--- src/rtl/picorv32_mem_arbiter.sv ---
// Round-robin arbiter sharing one single-port SRAM between the picorv32
// instruction and data ports, with window check and one-cycle response routing.
module picorv32_mem_arbiter #(
  parameter int unsigned Depth    = 1 << 20,
  parameter logic [31:0] BaseAddr = 32'h8000_0000
) (
  input  logic                     clk_i,
  input  logic                     rst_i,

  input  logic                     instr_req_i,
  input  logic                     instr_we_i,
  input  logic [31:0]              instr_addr_i,
  input  logic [31:0]              instr_wdata_i,
  input  logic [3:0]               instr_strb_i,
  output logic                     instr_gnt_o,
  output logic                     instr_rvalid_o,
  output logic [31:0]              instr_rdata_o,
  output logic                     instr_err_o,

  input  logic                     data_req_i,
  input  logic                     data_we_i,
  input  logic [31:0]              data_addr_i,
  input  logic [31:0]              data_wdata_i,
  input  logic [3:0]               data_strb_i,
  output logic                     data_gnt_o,
  output logic                     data_rvalid_o,
  output logic [31:0]              data_rdata_o,
  output logic                     data_err_o,

  output logic                     mem_req_o,
  output logic                     mem_we_o,
  output logic [$clog2(Depth)-1:0] mem_addr_o,
  output logic [31:0]              mem_wdata_o,
  output logic [31:0]              mem_wmask_o,
  input  logic [31:0]              mem_rdata_i
);

  localparam int unsigned AW       = $clog2(Depth);
  // 34-bit window size so Depth*4 cannot overflow the comparison
  localparam logic [33:0] WinBytes = 34'(Depth) << 2;

  typedef enum logic {
    PORT_INSTR,
    PORT_DATA
  } port_e;

  port_e       last_winner;
  port_e       owner_q;
  logic        valid_q;
  logic        err_q;
  logic        we_q;

  logic        gnt_instr;
  logic        gnt_data;
  logic        gnt_any;
  logic        sel_we;
  logic [31:0] sel_addr;
  logic [31:0] sel_wdata;
  logic [3:0]  sel_strb;
  logic [31:0] off;
  logic        in_window;
  logic        resp_live;

  always_comb begin
    gnt_instr = !rst_i && instr_req_i && (!data_req_i || last_winner == PORT_DATA);
    gnt_data  = !rst_i && data_req_i && (!instr_req_i || last_winner == PORT_INSTR);
    gnt_any   = gnt_instr || gnt_data;

    if (gnt_data) begin
      sel_we    = data_we_i;
      sel_addr  = data_addr_i;
      sel_wdata = data_wdata_i;
      sel_strb  = data_strb_i;
    end else begin
      sel_we    = instr_we_i;
      sel_addr  = instr_addr_i;
      sel_wdata = instr_wdata_i;
      sel_strb  = instr_strb_i;
    end

    // Wrap-around subtraction: addresses below the base land far above the window
    off       = sel_addr - BaseAddr;
    in_window = {2'b00, off} < WinBytes;

    mem_req_o   = 1'b0;
    mem_we_o    = 1'b0;
    mem_addr_o  = '0;
    mem_wdata_o = '0;
    mem_wmask_o = '0;
    if (gnt_any && in_window) begin
      mem_req_o   = 1'b1;
      mem_we_o    = sel_we;
      mem_addr_o  = off[2 +: AW];
      mem_wdata_o = sel_wdata;
      for (int unsigned b = 0; b < 4; b++) begin
        mem_wmask_o[8*b +: 8] = {8{sel_strb[b]}};
      end
    end
  end

  always_ff @(posedge clk_i) begin
    if (rst_i) begin
      last_winner <= PORT_INSTR;
      owner_q     <= PORT_INSTR;
      valid_q     <= 1'b0;
      err_q       <= 1'b0;
      we_q        <= 1'b0;
    end else begin
      valid_q <= gnt_any;
      if (gnt_any) begin
        last_winner <= gnt_data ? PORT_DATA : PORT_INSTR;
        owner_q     <= gnt_data ? PORT_DATA : PORT_INSTR;
        err_q       <= !in_window;
        we_q        <= sel_we;
      end
    end
  end

  // Response is masked during reset so a pending completion is dropped at once
  assign resp_live      = valid_q && !rst_i;

  assign instr_gnt_o    = gnt_instr;
  assign instr_rvalid_o = resp_live && owner_q == PORT_INSTR;
  assign instr_err_o    = instr_rvalid_o && err_q;
  assign instr_rdata_o  = (instr_rvalid_o && !err_q && !we_q) ? mem_rdata_i : '0;

  assign data_gnt_o     = gnt_data;
  assign data_rvalid_o  = resp_live && owner_q == PORT_DATA;
  assign data_err_o     = data_rvalid_o && err_q;
  assign data_rdata_o   = (data_rvalid_o && !err_q && !we_q) ? mem_rdata_i : '0;

endmodule

--- config.mk ---
export PLATFORM = sky130hd
export DESIGN_NAME = picorv32_mem_arbiter
export DESIGN_NICKNAME = d
export VERILOG_FILES = /design/src/rtl/picorv32_mem_arbiter.sv
export SDC_FILE = /design/constraint.sdc
export NUM_CORES = 1
export LEC_CHECK = 0
export ABC_AREA = 1
export CORE_AREA = 2 2 127 129
export CTS_CLUSTER_DIAMETER = 60
export DETAILED_ROUTE_END_ITERATION = 16
export DIE_AREA = 0 0 129 131
export PLACE_DENSITY = 0.57
export RECOVER_POWER = 50
export SETUP_SLACK_MARGIN = 0.3
export SYNTH_ARGS = -nofsm -noshare
export SYNTH_HDL_FRONTEND = slang
export SYNTH_SLANG_ARGS = --single-unit
--- constraint.sdc ---
create_clock -name clk_i -period 1.8 [get_ports clk_i]
set_input_delay 0.36 -clock clk_i [delete_from_list [all_inputs] [get_ports clk_i]]
set_output_delay 0.36 -clock clk_i [all_outputs]
set_load 0.05 [all_outputs]
==> impl_metrics.ini <==
[timing]
max_freq_ghz = 0.479
hold_viol = 0
fin_tns_setup_ps = -33120
setup_violations = 151
drv_slew = 0
whs_ps = 462
worst_slew_pin_slew_ps = 293
rsz0062_at_grt = yes
slew_headroom_pct = 80.5
finalWorstSetupSlack_ps = -288
period_needed_ps = 2090
finalCritPeriodShare_pct = 116
skew_ps = 4.05

[floorplanning]
fp.dieW_um = 129
initial_utilization_pct = 14.1
core_area_sq_mm = 0.0156
placementRows = 46
pin_count = 330
die_area_sq_mm = 0.0169
die_h_um = 131

[placement]
postPlaceCellArea_sq_mm = 0.00720
portBuffers = 325
dpl.hpwl_um = 10900
place_congestion = 0.781

[logic_synthesis]
synth_top_area_share_pct = 31.9
synth_ff_type = dfxtp_1
synth_nets = 682
yosysMostFrequentCell = nand2_1
seq_area_frac_synth_pct = 3.63
synth_common_cells = nand2_1 (187), nor2_1 (131), inv_1 (103), buf_4 (32), buf_2 (11)
yosys_warnings = 0
synth_top_cell_by_area = nand2_1
syn_area_sq_mm = 0.00220
synth_area_leaders = nand2_1 (32%), nor2_1 (22%), inv_1 (18%)
synth-seq-cells = 4
synth_edf_count = 0
async_flop_share_pct = 0
avgSynthCellArea_sq_um = 4.34
synth_cells = 508
yosysUniqueCellTypes = 20

[job]
drv_cap = 0

[critical_path]
slowest_delay_ps = 340
r2r_start = owner_q
end_kind = primary output
cp-start-kind = flip-flop
worstSetupPathType = reg2out
crit_path_frequent_cell = buf_12
r2r_end = we_q
crit_arrival_ps = 1730
cp_cell_sequence = buf_4 > buf_6 > inv_4 > nor3_4 > nand3_4 > buf_12 > nor2_4 > buf_12
reg2reg_depth = 10
cp_max_fo = 11
worst_path_max_delay_cell = dfxtp_2
required_ps = 1440
ff2ff_setup_slack_ps = 460
critPathTopFamily = buffers and inverters
critical_path_buf_inv_count = 5

[routing]
wl_um = 14500
vias = 4077
routed_via_density = 3.81
dr.pass1.iters = 4
antenna_left = 0
drt_drc_violations_left = 0
avgRoutedWirePerCell_um = 13.6
drtIter0Drc = 53

[power]
intPower_uw = 1070
switching_share_pct = 39.5
seq_power_share_pct = 5.7
p_per_area_mw_per_mm2 = 206
clkPwrFrac_pct = 19.7
p_leak_uw = 0.00383
combPwrFrac_pct = 74.7
power_uw = 1770
p_sw_uw = 698
peakVddDrop_mv = 0.201

[cells_and_area]
nNetsFinal = 1031
drive_gt1_share_pct = 47.1
stdcell_area_sq_mm = 0.00856
area_growth_syn_to_layout_pct = 289
diodes = 0

[clocking]
cts-root-buf = clkbuf_16
htree_levels = 1
cts.clk_slew.worst_paths_ps = 30
postCtsHoldBufs = 0
cts_buffers = 3
clk_latency_ps = 230
cts_sinks = 4
cts_tree = done
cts_buffer_depth = 2

[min_path]
hold_path_class = reg2reg
hold_depth = 2
min_to = we_q
min-delay-start = we_q

[outcome]
violations = negative setup slack
outcome = finished with violations

[global_route]
grt_max_degree = 32
grt_usage_pct = 15.2
grt_pass1_vias = 3940
antenna_found_initial = 0
overflow = 0
grt_pass1_wl_um = 20100
-- flip-flops by register name (all words and copies together), names as in the netlist --
name and count:
err_q 1, owner_q 1, valid_q 1, we_q 1
-- per-layer routing --
metal	vias to the layer above	global-route usage, %	wire [um]
met5	-	0	0
met4	0	3.20	170
met3	10	3.09	1150
met2	190	30.5	8280
met1	1783	16.2	4920
li1	2094	-	-
-- power by group through the flow --
stage	logic, uW	registers [uW]	clock network, uW
finish	1320	100	347
global route	1420	101	358
CTS	1270	100	352
detailed placement	1200	100	0
global placement	1200	100	0
floorplan	572	102	0
-- per-stage QoR --
step                setup WS, ps  utilization (%)  cells
detailed placement          -840             46.1   1036
CTS                         -339             51.9   1057
global placement            -832             46.1   1036
floorplan                   -330                -    508
global route                -377             54.9   1071
finish                      -288             54.9   1071
-- placed cells by master, fill, tap and decap left out, drive strengths merged --
master / instances
nand2: 188
nor2: 141
clkdlybuf4s15: 11
clkinv: 1
clkdlybuf4s50: 146
clkbuf: 11
a21oi: 4
inv: 105
or2: 1
nor3: 2
o21ai: 2
dfxtp: 4
a211oi: 2
nor4: 2
buf: 231
nand3: 4
-- cell families (layout without fill, tap and decap cells) --
family	Yosys count	in the layout	synth area share, %
simple gates	337	338	59.7
flops	4	4	3.63
buf+inv	159	505	34.6
compound gates	8	8	2.04
-- what timing repair did --
action | in CTS | in global routing
pin swaps | 41 | 32
endpoints found under the setup margin | 158 | 158
hold endpoints to repair | 0 | 0
setup buffers | 14 | 10
gates cloned | 4 | 4
resized for setup | 215 | 89
-- worst register-to-register path: cells and delay by family, from the launching register on --
family	cells	cell delay [ps]
AOI/OAI and AO/OA	1	100
buffers and inverters	5	580
DFF	1	340
and+or+nand+nor	4	260
-- cell type report --
type / count / area (sq um)
flip-flops and latches: 4 / 81.3
multi-input cells: 346 / 2450
clock buffers: 3 / 75.1
well taps: 216 / 270
inverters: 106 / 410
fillers: 1419 / 7040
repair buffers: 396 / 5280
-- how the worst max path moves through the flow --
stage / start / end / slack, ps / depth (start not counted)
after floorplan: rst_i / instr_rdata_o[10] / -330 / 5
after global placement: data_addr_i[30] / mem_wdata_o[11] / -830 / 11
after global routing: owner_q / mem_wmask_o[2] / -380 / 10
final: owner_q / data_rdata_o[10] / -290 / 8
after detailed placement: data_addr_i[30] / mem_wdata_o[11] / -840 / 11
after CTS: owner_q / mem_wdata_o[18] / -340 / 9
(Power assumes the default switching activity.)
